--- src/rtl/ddr3_pkg.sv ---
// Shared FSM encoding, limits and index helpers
// for the DDR3 CPU-port arbiter.
package ddr3_pkg;

  typedef enum logic [1:0] {
    ST_IDLE    = 2'd0,
    ST_ISSUE   = 2'd1,
    ST_WAIT_RD = 2'd2,
    ST_WAIT_WR = 2'd3
  } state_e;

  localparam int PORTS_MIN = 2;
  localparam int PORTS_MAX = 8;
  localparam int TMO_MIN   = 1;
  localparam int TMO_MAX   = 65535;
  localparam int CNT_W     = 16;
  localparam int IDX_W     = 3;

  // Port index increment that wraps at n-1.
  function automatic logic [IDX_W-1:0] wrap_inc(
    input logic [IDX_W-1:0] v,
    input int               n
  );
    return (int'(v) == n - 1) ? '0 : v + 3'd1;
  endfunction

endpackage

--- src/rtl/ddr3_rr_arbiter.sv ---
// Round-robin priority search starting at ptr_i;
// returns a one-hot grant and its index.
module ddr3_rr_arbiter
  import ddr3_pkg::*;
#(
  parameter int N = 4
) (
  input  logic [N-1:0]     req_i,
  input  logic [IDX_W-1:0] ptr_i,
  output logic [N-1:0]     gnt_o,
  output logic [IDX_W-1:0] idx_o,
  output logic             any_o
);

  int p;

  always_comb begin
    gnt_o = '0;
    idx_o = '0;
    any_o = 1'b0;
    p     = 0;
    for (int k = 0; k < N; k++) begin
      p = int'(ptr_i) + k;
      if (p >= N) p = p - N;
      if (!any_o && req_i[p]) begin
        any_o    = 1'b1;
        gnt_o[p] = 1'b1;
        idx_o    = IDX_W'(p);
      end
    end
  end

endmodule

--- src/rtl/ddr3_cpu_arbiter.sv ---
// Multi-port CPU front end for one DDR3 controller:
// round-robin grant, one request in flight, timeout.
module ddr3_cpu_arbiter
  import ddr3_pkg::*;
#(
  parameter int NUM_PORTS = 4,
  parameter int DATA_W    = 64,
  parameter int ADDR_W    = 15,
  parameter int TIMEOUT   = 255
) (
  input  logic                 CPU_CLK,
  input  logic                 RESET_N,
  input  logic [NUM_PORTS-1:0] P_ADDR_VALID,
  input  logic [NUM_PORTS-1:0] P_CMD,
  input  logic [NUM_PORTS-1:0][2:0]          P_BA,
  input  logic [NUM_PORTS-1:0][ADDR_W-1:0]   P_ADDR,
  input  logic [NUM_PORTS-1:0][DATA_W-1:0]   P_WR_DATA,
  input  logic [NUM_PORTS-1:0][DATA_W/8-1:0] P_DM,
  output logic [NUM_PORTS-1:0] P_CMD_RDY,
  output logic [NUM_PORTS-1:0] P_RD_DATA_VALID,
  output logic [NUM_PORTS-1:0] P_WR_DATA_VALID,
  output logic [DATA_W-1:0]    P_RD_DATA,
  output logic                 C_ADDR_VALID,
  output logic                 C_CMD,
  output logic [2:0]           C_BA,
  output logic [ADDR_W-1:0]    C_ADDR,
  output logic [DATA_W-1:0]    C_WR_DATA,
  output logic [DATA_W/8-1:0]  C_DM,
  input  logic                 C_CMD_RDY,
  input  logic                 C_RD_DATA_VALID,
  input  logic                 C_WR_DATA_VALID,
  input  logic [DATA_W-1:0]    C_RD_DATA,
  output logic                 ERR,
  output logic [2:0]           ERR_PORT
);

  localparam logic [CNT_W-1:0] TMO_LAST =
    CNT_W'(TIMEOUT - 1);

  state_e                 state_q, state_d;
  logic [IDX_W-1:0]       ptr_q, ptr_d;
  logic [IDX_W-1:0]       own_q, own_d;
  logic [CNT_W-1:0]       cnt_q, cnt_d;
  logic                   err_q, err_d;
  logic [2:0]             errp_q, errp_d;
  logic                   cmd_q, cmd_d;
  logic [2:0]             ba_q, ba_d;
  logic [ADDR_W-1:0]      addr_q, addr_d;
  logic [DATA_W-1:0]      wd_q, wd_d;
  logic [DATA_W/8-1:0]    dm_q, dm_d;
  logic [DATA_W-1:0]      rdd_q, rdd_d;
  logic [NUM_PORTS-1:0]   rdy_q, rdy_d;
  logic [NUM_PORTS-1:0]   rdv_q, rdv_d;
  logic [NUM_PORTS-1:0]   wrv_q, wrv_d;

  logic [NUM_PORTS-1:0]   gnt;
  logic [IDX_W-1:0]       idx;
  logic                   any;
  logic [NUM_PORTS-1:0]   own_oh;
  logic                   fin;

  logic                   g_cmd;
  logic [2:0]             g_ba;
  logic [ADDR_W-1:0]      g_addr;
  logic [DATA_W-1:0]      g_wd;
  logic [DATA_W/8-1:0]    g_dm;

  ddr3_rr_arbiter #(.N(NUM_PORTS)) u_rr (
    .req_i (P_ADDR_VALID),
    .ptr_i (ptr_q),
    .gnt_o (gnt),
    .idx_o (idx),
    .any_o (any)
  );

  always_comb begin
    g_cmd  = 1'b0;
    g_ba   = '0;
    g_addr = '0;
    g_wd   = '0;
    g_dm   = '0;
    own_oh = '0;
    for (int k = 0; k < NUM_PORTS; k++) begin
      own_oh[k] = (own_q == IDX_W'(k));
      if (gnt[k]) begin
        g_cmd  = P_CMD[k];
        g_ba   = P_BA[k];
        g_addr = P_ADDR[k];
        g_wd   = P_WR_DATA[k];
        g_dm   = P_DM[k];
      end
    end
  end

  always_comb begin
    state_d = state_q;
    ptr_d   = ptr_q;
    own_d   = own_q;
    cnt_d   = cnt_q;
    err_d   = err_q;
    errp_d  = errp_q;
    cmd_d   = cmd_q;
    ba_d    = ba_q;
    addr_d  = addr_q;
    wd_d    = wd_q;
    dm_d    = dm_q;
    rdd_d   = rdd_q;
    rdy_d   = '0;
    rdv_d   = '0;
    wrv_d   = '0;
    fin     = 1'b0;
    unique case (state_q)
      ST_IDLE: begin
        if (any) begin
          state_d = ST_ISSUE;
          own_d   = idx;
          rdy_d   = gnt;
          cmd_d   = g_cmd;
          ba_d    = g_ba;
          addr_d  = g_addr;
          wd_d    = g_wd;
          dm_d    = g_dm;
        end
      end
      ST_ISSUE: begin
        if (C_CMD_RDY) begin
          state_d = cmd_q ? ST_WAIT_RD : ST_WAIT_WR;
          cnt_d   = '0;
        end
      end
      ST_WAIT_RD: begin
        if (C_RD_DATA_VALID) begin
          rdd_d = C_RD_DATA;
          rdv_d = own_oh;
          fin   = 1'b1;
        end else if (cnt_q == TMO_LAST) begin
          err_d  = 1'b1;
          errp_d = own_q;
          fin    = 1'b1;
        end else begin
          cnt_d = cnt_q + 1'b1;
        end
      end
      ST_WAIT_WR: begin
        // completion wins over a same-cycle timeout
        if (C_WR_DATA_VALID) begin
          wrv_d = own_oh;
          fin   = 1'b1;
        end else if (cnt_q == TMO_LAST) begin
          err_d  = 1'b1;
          errp_d = own_q;
          fin    = 1'b1;
        end else begin
          cnt_d = cnt_q + 1'b1;
        end
      end
      default: state_d = ST_IDLE;
    endcase
    if (fin) begin
      state_d = ST_IDLE;
      cnt_d   = '0;
      ptr_d   = wrap_inc(own_q, NUM_PORTS);
    end
  end

  always_ff @(posedge CPU_CLK or negedge RESET_N) begin
    if (!RESET_N) begin
      state_q <= ST_IDLE;
      ptr_q   <= '0;
      own_q   <= '0;
      cnt_q   <= '0;
      err_q   <= 1'b0;
      errp_q  <= '0;
      cmd_q   <= 1'b0;
      ba_q    <= '0;
      addr_q  <= '0;
      wd_q    <= '0;
      dm_q    <= '0;
      rdd_q   <= '0;
      rdy_q   <= '0;
      rdv_q   <= '0;
      wrv_q   <= '0;
    end else begin
      state_q <= state_d;
      ptr_q   <= ptr_d;
      own_q   <= own_d;
      cnt_q   <= cnt_d;
      err_q   <= err_d;
      errp_q  <= errp_d;
      cmd_q   <= cmd_d;
      ba_q    <= ba_d;
      addr_q  <= addr_d;
      wd_q    <= wd_d;
      dm_q    <= dm_d;
      rdd_q   <= rdd_d;
      rdy_q   <= rdy_d;
      rdv_q   <= rdv_d;
      wrv_q   <= wrv_d;
    end
  end

  assign P_CMD_RDY       = rdy_q;
  assign P_RD_DATA_VALID = rdv_q;
  assign P_WR_DATA_VALID = wrv_q;
  assign P_RD_DATA       = rdd_q;
  assign C_ADDR_VALID    = (state_q == ST_ISSUE);
  assign C_CMD           = cmd_q;
  assign C_BA            = ba_q;
  assign C_ADDR          = addr_q;
  assign C_WR_DATA       = wd_q;
  assign C_DM            = dm_q;
  assign ERR             = err_q;
  assign ERR_PORT        = errp_q;

endmodule

--- config.mk ---
export PLATFORM = sky130hd
export DESIGN_NAME = ddr3_cpu_arbiter
export DESIGN_NICKNAME = d
export VERILOG_FILES = /design/src/rtl/ddr3_pkg.sv /design/src/rtl/ddr3_rr_arbiter.sv /design/src/rtl/ddr3_cpu_arbiter.sv
export SDC_FILE = /design/constraint.sdc
export NUM_CORES = 1
export LEC_CHECK = 0
export BUFFER_PORTS_ARGS = -buffer_cell sky130_fd_sc_hd__buf_2
export CAP_MARGIN = 10
export CELL_PAD_IN_SITES_DETAIL_PLACEMENT = 0
export CELL_PAD_IN_SITES_GLOBAL_PLACEMENT = 1
export CORE_AREA = 2 2 235 237
export DETAILED_ROUTE_END_ITERATION = 16
export DIE_AREA = 0 0 237 239
export GPL_TIMING_DRIVEN = 1
export PLACE_DENSITY = 0.6
export RECOVER_POWER = 50
export SETUP_SLACK_MARGIN = 0.5
export SLEW_MARGIN = 20
export SYNTH_ARGS = -nofsm -noshare
export SYNTH_HDL_FRONTEND = slang
export SYNTH_SLANG_ARGS = --single-unit
--- constraint.sdc ---
create_clock -name CPU_CLK -period 3.1 [get_ports CPU_CLK]
set_clock_uncertainty 0.05 [all_clocks]
set_input_delay 0.465 -clock CPU_CLK [delete_from_list [all_inputs] [get_ports CPU_CLK]]
set_output_delay 0.465 -clock CPU_CLK [all_outputs]
set_load 0.02 [all_outputs]
# After elaboration in Yosys (flattened, before gate mapping)
# Index checks and enable logic that the tools add are counted.
[word_totals]
output_inout_bits = 172
word_cells = 159
ff_bits = 195
[classes]
n_reduce_logical = 20
n_eq_ne = 14
n_bitwise = 3
order_cmp = 12
add_sub_neg = 9
mux = 86
[ops]
columns = ["operator", "count"]
rows = [
  ["$mux W64", 4],
  ["$ge A32 B1 Y1 const B", 4],
  ["$lt A32 B4 Y1 const B", 4],
  ["$mux W32", 4],
  ["$ge A32 B4 Y1 const B", 3],
  ["$sub A32 B4 Y32 const B", 3],
  ["$mux W16", 5],
  ["$mux W15", 4],
  ["$pmux W16 S3", 1],
  ["$mux W4", 10],
  ["$mux W3", 12],
  ["$mux W8", 4],
  ["$mux W1", 27],
  ["$add A16 B1 Y16 const B", 1],
  ["$eq A16 B8 Y1 const B", 1],
  ["$or A4 B4 Y4", 3],
  ["$ne A3 B3 Y1 const B", 3],
  ["$add A3 B2 Y4 const B", 2],
  ["$bmux W1 S2", 4],
  ["$demux W1 S2", 4],
  ["$logic_and A1 B1 Y1", 7],
  ["$eq A3 B2 Y1 const B", 2],
  ["$mux W2", 3],
  ["$pmux W3 S2", 1],
  ["21 further kinds", 28],
]

# Logic depth before layout (Yosys ltp)
# Gate-level depths: netlist of the first run.
[logic_depth]
word_depth = 19
mapped_depth = 13

# Modules after synthesis
# From an unflattened synthesis of the first run, not the netlist that was laid out.
[unflattened]
cells_unflattened = 1087
hier_area_um2 = 10451.3
[modules_own_cells]
columns = ["mod", "area_per_inst_um2", "cells_per_inst", "seq_area_each_um2", "n_inst"]
rows = [
  ["ddr3_cpu_arbiter", 9975.8, 1033, 4879.7, 1],
  ["ddr3_rr_arbiter", 475.5, 54, 0.0, 1],
]

# Least setup slack after synthesis of the first run
# Ideal clock, no wire load.
[synth_path]
path_kind = "reg-to-reg"
startpoint = "reg ptr_q[0]"
endpoint = "reg cmd_q, in the netlist C_CMD"
synth_period_minus_slack_ns = 3.142
arrival_time_ns = 2.962
slack_ns = -0.042
stages_incl_launch_ff = 14
path_buffers = 5
path_cell_list = "dfrtp_1 buf_6 clkbuf_1 inv_1 ha_1 buf_2 mux4_2 nor2_2 and4b_4 a221o_2 buf_6 buf_2 a31oi_1 o221ai_2"
[synth_between]
elab_chain_cells = 19
[synth_lines]
columns = ["element", "line", "source"]
rows = [
  ["from (decl)", "ddr3_cpu_arbiter.sv:41", "logic [IDX_W-1:0] ptr_q, ptr_d;"],
  ["from (signal assigned)", "ddr3_cpu_arbiter.sv:185", "ptr_q <= ptr_d;"],
  ["branches (longest 19 deep; another with $sub A32 B4 Y32)", "-", ""],
  ["to (signal assigned)", "ddr3_cpu_arbiter.sv:190", "cmd_q <= cmd_d;"],
  ["to (decl)", "ddr3_cpu_arbiter.sv:46", "logic cmd_q, cmd_d;"],
]
# Parallel ways; which one is timed is not known. The select of a mux whose other input is x is not followed.
# A chain may end at the register's enable or synchronous reset.

# Worst setup path after layout of the first run
[layout_path]
startpoint = "reg ptr_q[0]"
endpoint = "reg wd_q[27], in the netlist C_WR_DATA[27]"
[layout_between]
elab_chain_cells = 19
[layout_lines]
columns = ["element", "line", "source"]
rows = [
  ["branches (longest 19 deep; another with $sub A32 B4 Y32)", "-", ""],
  ["to (signal assigned)", "ddr3_cpu_arbiter.sv:193", "wd_q <= wd_d;"],
  ["to (decl)", "ddr3_cpu_arbiter.sv:49", "logic [DATA_W-1:0] wd_q, wd_d;"],
]
# Parallel ways; which one is timed is not known. The select of a mux whose other input is x is not followed.

==> flow_summary_export.csv, run 1 <==
group,metric,value,unit
status,run_status,"finished, violations left",
status,violations,"capacitance limit, slew limit",
cells_and_area,final_common_cell,"buf_2",
power,p_per_area,1200,nW/um^2
synth,synth.net_count,1581,
synth,yosysTopAreaCell,"dfrtp_1",
timing,period_minus_slack,2850,ps
setup_path,critPathLaunchType,"flip-flop",
worst_hold_path,hold_class,"in2reg",
synth,syn_avg_cell_area,11.0,sq um
synth,ys_warn_count,0,
clock_tree,cts_buffer_depth,2,
timing,tightestPinTransition,2420,ps
setup_path,cp.required,3470,ps
synth,postSynth.asyncResetShare,1.00,
drt,antenna_left,0,
die,die_y,239,um
global_route,grt_usage,0.196,
synth,synth_top_cell_area_share,0.394,
setup_path,path_class,"reg2reg",
drt,first_pass_iters,5,
timing,hold_viol,0,
drt,viasPerCell,4.92,
run,maxCapViolCount,1,
clock_tree,numCtsBuffers,17,
synth,synth-seq-area-share,0.394,
synth,yosysUniqueCellTypes,59,
die,die_w,237,um
setup_path,path_buf_inv,5,
setup_path,cp_max_fo,16,
global_route,grt_max_degree,83,
die,start_util,0.228,
synth,syn_inst,1126,
drt,drtIter0Drc,638,
power,p_leak,0.00803,uW
global_route,overflow,0,
drt,remaining_drc_errors,0,
cells_and_area,nNetsFinal,2228,
cells_and_area,area_growth,52.4,%
placed_design,io_buffers,608,
cells_and_area,fin_cells,2500,
placed_design,dp_hpwl,40.4,mm
global_route,grt_pass1_vias,12686,
drt,via_count,12304,
cells_and_area,final_cell_mix,"buf_2, nand2_1, dfrtp_1",
placed_design,place_ws,-17.5,ps
clock_tree,numClockSinks,195,
setup_path,end_kind,"flip-flop",
die,rows,86,
setup_path,max_stage_delay,500,ps
placed_design,placed_area,16400,sq um
timing,setup_viol_count_final,0,
synth,ys_ff_latch,195,
timing,slew_violations,81,
timing,timing.final.crit_share,0.920,
setup_path,cp_data_arrival_time,3220,ps
setup_path,slowest_stage,"dfrtp_2",
clock_tree,cts_tree,"yes",
placed_design,place_congestion,0.882,
power,vdd_drop_max,0.000533,V
timing,max_freq,351,MHz
timing,rsz0062_at_grt,"true",
cells_and_area,final_layout_size_suffix_gt1_frac,0.569,
timing,fin_ws,248,ps
synth,synthTopCellsByArea,"dfrtp_1, o221ai_2, a2bb2oi_2",
synth,netlist_area,12400,sq um
die,pin_count,609,
die,coreArea,54300,sq um
clock_tree,htreeDepth,4,
clock_tree,root_buffer,"clkbuf_16",
synth,synthFlopType,"dfrtp_1",
clock_tree,clk_latency,490,ps
drt,drt-total-wl,61.0,mm
setup_path,crit_top_cell,"buf_4",
placed_design,place_inst,2386,
clock_tree,clk_pin_slew,90,ps
cells_and_area,final_cell_area,18900,sq um
synth,synth_edf_count,0,
setup_path,crit_chain,"inv_8 > ha_4 > mux4_2 > buf_6 > nor4_4 > buf_4 > a221o_4 > buf_4 > clkbuf_16 > a31oi_1 > o221ai_2",
global_route,grt_pass1_wl,82.8,mm
drt,wire_per_inst,24.4,um
timing,whs,141,ps
setup_path,critical-path-top-delay-family,"buffers and inverters",
timing,slew_headroom,-0.611,
die,die-area,56600,sq um
global_route,antenna_found_initial,15,
cell type report:
cell class,count,area (sq um)
well taps,704,881
fillers,5604,35500
clock inverters,14,175
inverters,10,45.0
clock buffers,18,429
diodes,10,25.0
repair buffers,744,5030
multi-input cells,805,7400
flip-flops and latches,195,4880
through the flow:
step	total power [uW]	setup TNS (ps)	utilization
after floorplan	12800	0	-
after global placement	16700	0	0.302
after detailed placement	16800	-17.5	0.302
after CTS	20700	0	0.327
after global routing	24000	0	0.347
final	22700	0	0.347
registers in the layout (all words and copies together) (netlist names), 2 cells and up:
| name | flops |
|---|---|
| C_WR_DATA | 64 |
| ERR_PORT | 3 |
| P_RD_DATA | 64 |
| C_DM | 8 |
| cnt_q | 16 |
| ptr_q | 3 |
| P_CMD_RDY | 4 |
| P_RD_DATA_VALID | 4 |
| own_q | 3 |
| state_q | 2 |
| C_ADDR | 15 |
| P_WR_DATA_VALID | 4 |
| C_BA | 3 |
cells in the mapped netlist, types with 2 or more instances:
cell type and count:
nor2b_1 4, nand2b_1 4, buf_4 4, a2bb2oi_2 79, nand2_1 208, xnor2_1 8
nand3b_1 2, a2bb2oi_1 12, a21boi_0 82, clkbuf_1 33, buf_2 41, nor4_4 2
nor3_1 2, a221oi_1 2, dfrtp_1 195, a31oi_1 92, buf_6 31, nor3b_1 4
mux2i_1 4, ha_1 18, and2_1 8, buf_1 7, xor2_1 5, nand4_1 6
o21ai_1 2, o21ai_0 18, a21boi_1 11, nor4_1 3, a21oi_1 7, o221ai_2 91
mux4_2 3, mux2_2 68, nor2_1 26, inv_1 10, nand3_1 10
where the power goes:
group	internal [uW]	switching, uW	leakage, uW	total [uW]
sequential	3540	728	0.00249	4270
clock	1100	1270	0.000293	2370
combinational	7180	8910	0.00525	16100
total	11800	10900	0.00803	22700
cell families (layout without fill, tap and decap cells):
logic type / count (synthesis) / in the layout / share of synthesized area
AOI/OAI and AO/OA: 408 / 408 / 0.340
muxes: 76 / 76 / 0.0715
and+or+nand+nor: 290 / 290 / 0.104
buffers and inverters: 126 / 786 / 0.0624
DFF: 195 / 195 / 0.394
xor gates and xnor gates: 13 / 13 / 0.00920
adders and majority gates: 18 / 18 / 0.0182
other: 0 / 10 / 0
metal layers:
metal  vias to the layer above  GRT usage  share of wire
met3                        65     0.0560          0.072
met5                         -          0        0.00079
met1                      6130      0.239           0.41
met2                       535      0.335           0.50
met4                         8     0.0633          0.019
li1                       5566          -              -
what timing repair did:
| action | CTS | global route |
|---|---|---|
| pin swaps | 7 | 34 |
| hold buffers | 0 | 0 |
| gates resized for setup | 51 | 112 |
| hold endpoints to repair | 0 | 0 |
| setup endpoints to repair | 94 | 102 |
| gates cloned | 8 | 19 |
| buffers inserted | 28 | 17 |
path summary, 6_finish.rpt:
check	end	startpoint	cells after the start	slack (ps)
setup / recovery	C_WR_DATA[27]	ptr_q[0]	11	250
hold / removal	P_RD_DATA[29]	C_RD_DATA[29]	2	140
setup reg to reg	C_WR_DATA[27]	ptr_q[0]	11	250
hold reg to reg	ERR	ERR	1	450
max in group asynchronous	P_RD_DATA[58]	RESET_N	2	730
min in group asynchronous	cnt_q[8]	RESET_N	1	670
worst register-to-register path: cells and delay by family, from the launching register on:
| family | cells | cell delay [ps] |
|---|---|---|
| AND/OR/NAND/NOR | 1 | 230 |
| flip-flops | 1 | 500 |
| adder cells (fa/ha/maj) | 1 | 270 |
| multiplexers | 1 | 420 |
| AO/OA/AOI/OAI | 3 | 560 |
| buffers and inverters | 5 | 760 |
Note: power is estimated with default switching activity, not from simulation.
==> inputs of run 2 (changes only) <==
clock period = 2.6 ns   (was 3.1 ns; I/O delays follow)
==> run 2 against run 1 <==
  * The run ends with capacitance limit, slew limit, setup timing left
  * Design area rose by 1.5%
  * Setup slack lost 460 ps
  * Cell count increased by 2.4%
  * Clock power grew 19%
  * First-iteration DRC count decreased by 19%
  * Global-route usage down 2.1 points
  * Utilization is 0.52 points higher
  * Register-to-register slack got worse by 460 ps
  * Flip-flop and latch count did not move
  * Routed wire length decreased by 14%
  * Fmax is 1.5% higher
  * Largest power group unchanged
==> flow_summary_export.csv, run 2 (synthesized netlist as in run 1, its figures left out) <==
group,metric,value,unit
clock_tree,htreeDepth,4,
setup_path,cp_data_arrival_time,3120,ps
cells_and_area,ff_latch_area,4880,sq um
power,p_leak,0.00836,uW
timing,tightestPinTransition,1970,ps
setup_path,crit_chain,"buf_4 > mux4_2 > and4b_4 > a221o_4 > buf_16 > a31oi_2 > o221ai_2",
cells_and_area,multi_input_area,7450,sq um
cells_and_area,fill_cells,5583,
setup_path,path_class,"reg2reg",
global_route,grt_pass1_wl,76.1,mm
timing,rsz0062_at_grt,"true",
setup_path,critPathLaunchType,"flip-flop",
power,p_total,26700,uW
drt,antenna_left,0,
setup_path,worstSetupStartpoint,"ptr_q[0]",
cells_and_area,final_common_cell,"buf_2",
die,start_util,0.228,
cells_and_area,utilization,0.352,
clock_tree,cts_buffer_depth,2,
setup_path,max_stage_delay,550,ps
setup_path,end_kind,"flip-flop",
placed_design,place_ws,-330,ps
status,run_status,"finished, violations left",
setup_path,path_buf_inv,2,
drt,viasPerCell,4.75,
clock_tree,cts_tree,"yes",
clock_tree,clk_latency,500,ps
placed_design,dp_hpwl,39.3,mm
clock_tree,numCtsBuffers,17,
die,die_w,237,um
global_route,grt_pass1_vias,12555,
global_route,antenna_found_initial,18,
cells_and_area,area_growth,54.7,%
die,coreArea,54300,sq um
die,pin_count,609,
timing,slew_headroom,-0.316,
drt,first_pass_iters,5,
timing,slew_violations,70,
placed_design,place_congestion,0.823,
clock_tree,numClockSinks,195,
die,die_y,239,um
timing,timing.final.crit_share,1.08,
global_route,overflow,0,
cells_and_area,final_layout_size_suffix_gt1_frac,0.619,
timing,max_freq,356,MHz
worst_hold_path,min_from,"C_RD_DATA[11]",
drt,remaining_drc_errors,0,
clock_tree,root_buffer,"clkbuf_16",
global_route,grt_usage,0.176,
global_route,grt_max_degree,70,
drt,wire_per_inst,20.6,um
drt,drt-total-wl,52.7,mm
setup_path,slowest_stage,"mux4_2",
drt,via_count,12163,
power,p_per_area,1390,nW/um^2
timing,fin_ws,-211,ps
run,maxCapViolCount,1,
power,vdd_drop_max,0.000627,V
setup_path,critical-path-top-delay-family,"compound AO/OA/AOI/OAI gates",
cells_and_area,nNetsFinal,2290,
timing,period_minus_slack,2810,ps
drt,drtIter0Drc,519,
cells_and_area,final_cell_mix,"buf_2, nand2_1, dfrtp_1",
placed_design,io_buffers,608,
setup_path,reg2reg_from,"ptr_q[0]",
die,die-area,56600,sq um
setup_path,cp_max_fo,44,
status,violations,"capacitance limit, slew limit, setup timing",
timing,hold_viol,0,
clock_tree,clk_pin_slew,80,ps
setup_path,cp.required,2900,ps
setup_path,r2r_setup_slack,-210,ps
worst_hold_path,hold_class,"in2reg",
die,rows,86,
timing,setup_viol_count_final,92,
==> run 2: cell count changes in the layout (fill, tap and decap cells not counted), moves of 10 or more <==
cell       delta
buf_12       +12
a2bb2oi_1    +10
clkbuf_1     -51
a31oi_1      -24
a31oi_2      +24
buf_16       -14
buf_4        +69
buf_2        +48
==> run 2: final cells by class <==
class / count / share of cell area
Antenna cell: 7 / 0.000915
Clock buffer: 17 / 0.0222
Clock inverter: 15 / 0.00986
Inverter: 10 / 0.00235
Multi-Input combinational cell: 805 / 0.389
Sequential cell: 195 / 0.255
Tap cell: 704 / 0.0460
Timing Repair Buffer: 806 / 0.275
==> run 2: worst paths after layout <==
| path | cells after the start | to |
|---|---|---|
| worst min register to register | 1 | ERR |
| worst max-delay path | 7 | C_ADDR[7] |
| min in group asynchronous | 2 | P_RD_DATA[44] |
| max in group asynchronous | 3 | P_RD_DATA[52] |
| worst max register to register | 7 | C_ADDR[7] |
| worst min-delay path | 2 | P_RD_DATA[11] |
==> run 2: where the power goes <==
group	switching (uW)	total [uW]	internal, uW
sequential	826	5050	4220
combinational	10000	18800	8760
clock	1440	2820	1380
total	12300	26700	14400
==> run 2: layer usage <==
metal,vias to the layer above,share of wire,routed length [um],track usage
met5,-,0.0021,108,0
met4,18,0.023,1220,0.0598
met3,85,0.070,3660,0.0538
met2,436,0.49,25600,0.292
met1,5926,0.42,22100,0.216
li1,5698,-,-,-
==> run 2: metrics by stage <==
stage	area [sq um]	instances	hold WS, ps	setup TNS, ps
floorplan	12500	1126	44.4	-19310
global placement	17300	2464	410	-22820
detailed placement	17300	2464	422	-27170
CTS	18100	2505	17.1	-14260
global route	19100	2557	30.2	-28910
finish	19200	2559	53.8	-13200
==> run 2: timing repair <==
item / in CTS / in global routing
resized for setup: 26 / 121
endpoints found under the setup margin: 100 / 114
gates cloned: 0 / 10
endpoints found under the hold margin: 62 / 0
pin swaps: 7 / 11
hold buffers: 1 / 0
setup buffers: 8 / 37
==> inputs of run 3 (changes only) <==
CORE_AREA = 2 2 239 241   (was 2 2 235 237)
DIE_AREA = 0 0 241 243   (was 0 0 237 239)
PLACE_DENSITY = 0.56   (was 0.6)
clock period = 3.4 ns   (was 2.6 ns; I/O delays follow)
==> run 3 against run 2 <==
  * The run ends with capacitance limit, slew limit left
  * Fmax decreased by 3.0%
  * Non-clock buffer count decreased by 87
  * Highest routed layer unchanged
  * Flip-flop and latch count unchanged
  * Routed wire length increased by 12%
  * Utilization decreased by 3.0 points
  * Die area increased by 3.4%
  * Sequential power decreased by 23%
  * Setup slack improved by 710 ps
  * First-iteration DRC count increased by 2.9%
  * Critical path depth increased by 5
  * Design area decreased by 5.7%
  * Clock power decreased by 24%
  * Largest power group unchanged
==> flow_summary_export.csv, run 3 (synthesized netlist as in run 1, its figures left out) <==
group,metric,value,unit
cells_and_area,final_cell_mix,"buf_2, nand2_1, dfrtp_1",
drt,drtIter0Drc,534,
worst_hold_path,hold_class,"in2reg",
drt,via_count,12128,
timing,setup_viol_count_final,0,
clock_tree,numCtsBuffers,17,
die,rows,87,
setup_path,critPathLaunchType,"flip-flop",
drt,remaining_drc_errors,0,
global_route,grt_max_degree,107,
timing,hold_viol,0,
die,die-area,58600,sq um
die,pin_count,609,
power,p_leak,0.00774,uW
drt,wire_per_inst,23.5,um
setup_path,cp_max_fo,8,
placed_design,dp_hpwl,39.6,mm
die,die_w,241,um
timing,tightestPinTransition,2070,ps
clock_tree,root_buffer,"clkbuf_16",
timing,max_freq,345,MHz
status,run_status,"finished, violations left",
clock_tree,cts_tree,"yes",
timing,slew_violations,75,
power,p_total,19500,uW
power,p_per_area,1080,nW/um^2
die,start_util,0.221,
timing,slew_headroom,-0.383,
power,p_int,10100,uW
timing,timing.final.crit_share,0.852,
cells_and_area,final_common_cell,"buf_2",
power,switchingPower,9430,uW
die,die_y,243,um
timing,rsz0062_at_grt,"true",
cells_and_area,final_layout_size_suffix_gt1_frac,0.537,
setup_path,ff2ff_path_depth,12,
placed_design,place_congestion,0.800,
placed_design,place_ws,151,ps
clock_tree,cts_buffer_depth,2,
clock_tree,clk_pin_slew,80,ps
setup_path,reg2reg_from,"ptr_q[1]",
setup_path,endpoint,"C_WR_DATA[17]",
setup_path,cp.required,3720,ps
power,switching_share,0.483,
setup_path,end_kind,"flip-flop",
drt,antenna_left,0,
die,coreArea,56000,sq um
run,maxCapViolCount,1,
global_route,grt_usage,0.186,
power,vdd_drop_max,0.000598,V
timing,period_minus_slack,2900,ps
setup_path,path_class,"reg2reg",
clock_tree,htreeDepth,4,
drt,first_pass_iters,5,
clock_tree,numClockSinks,195,
power,pwr-share-comb,0.692,
status,violations,"capacitance limit, slew limit",
drt,viasPerCell,4.81,
setup_path,worstSetupStartpoint,"ptr_q[1]",
drt,drt-total-wl,59.3,mm
placed_design,io_buffers,608,
cells_and_area,nNetsFinal,2204,
global_route,antenna_found_initial,13,
global_route,overflow,0,
clock_tree,clk_latency,510,ps
global_route,grt_pass1_wl,81.3,mm
timing,tns,0,ps
power,p_seq_frac,0.199,
setup_path,r2r_setup_slack,500,ps
setup_path,cp_data_arrival_time,3210,ps
timing,whs,189,ps
power,clkPwrFrac,0.109,
global_route,grt_pass1_vias,12479,
setup_path,reg2reg_to,"C_WR_DATA[17]",
timing,fin_ws,503,ps
cells_and_area,area_growth,45.8,%
==> run 3: changes by cell type in the layout (fill, tap and decap cells not counted), sizes merged <==
cell    before  now
bufinv       1    0
clkinv       7    6
clkbuf      67  122
diode        7    4
a221o        1    2
buf        755  614
bufbuf       0    1
==> run 3: area by class of cell <==
| type | instances | area (sq um) |
|---|---|---|
| inverters | 10 | 40.0 |
| flip-flops and latches | 195 | 4880 |
| fillers | 5949 | 37900 |
| clock buffers | 19 | 443 |
| multi-input cells | 806 | 7000 |
| clock inverters | 13 | 158 |
| repair buffers | 719 | 4570 |
| diodes | 4 | 10.0 |
| well taps | 756 | 946 |
==> run 3: critical path: stages, from the launching register on <==
cell and delay, ps:
dfrtp_1 400, buf_6 140, mux4_2 580, buf_6 170, nor4_4 250, buf_4 190, a221oi_4 70, buf_6 160
buf_12 130, nand2b_4 130, buf_12 200, clkbuf_16 200, o221ai_2 90
==> run 3: power groups by stage <==
stage,combinational (uW),clock (uW),sequential (uW)
after floorplan,6810,0,4790
after global placement,11000,0,3870
after global routing,14300,2310,4000
after detailed placement,11200,0,3890
final,13500,2130,3890
after CTS,12100,2240,3870
==> run 3: worst min-delay path by stage <==
stage	from	endpoint	slack, ps	depth (start not counted)
after detailed placement	ERR	ERR	410	1
after global routing	C_RD_DATA[38]	P_RD_DATA[38]	150	2
after global placement	ERR	ERR	400	1
final	C_RD_DATA[59]	P_RD_DATA[59]	190	2
after floorplan	RESET_N	C_ADDR[0]	160	0
after CTS	C_RD_DATA[44]	P_RD_DATA[44]	130	2
==> run 3: timing repair <==
item | 4_1_cts | 5_1_grt
pin swaps | 5 | 2
endpoints found under the setup margin | 91 | 94
hold buffers | 1 | 0
gates resized for setup | 21 | 45
setup buffers | 21 | 17
endpoints found under the hold margin | 47 | 0
gates cloned | 5 | 19
==> run 3: routing by layer <==
| layer | wire (um) | share of wire | track usage |
|---|---|---|---|
| met3 | 4570 | 0.077 | 0.0544 |
| met5 | 88 | 0.0015 | 0 |
| met4 | 1340 | 0.023 | 0.0559 |
| met2 | 29800 | 0.50 | 0.326 |
| met1 | 23500 | 0.40 | 0.216 |
==> run 3: per-stage QoR <==
stage                     utilization  instances  cell area [sq um]
after detailed placement        0.292       2423              16300
after floorplan                     -       1126              12400
after global routing            0.323       2521              18000
after CTS                       0.310       2482              17300
after global placement          0.292       2423              16300
final                           0.323       2522              18100
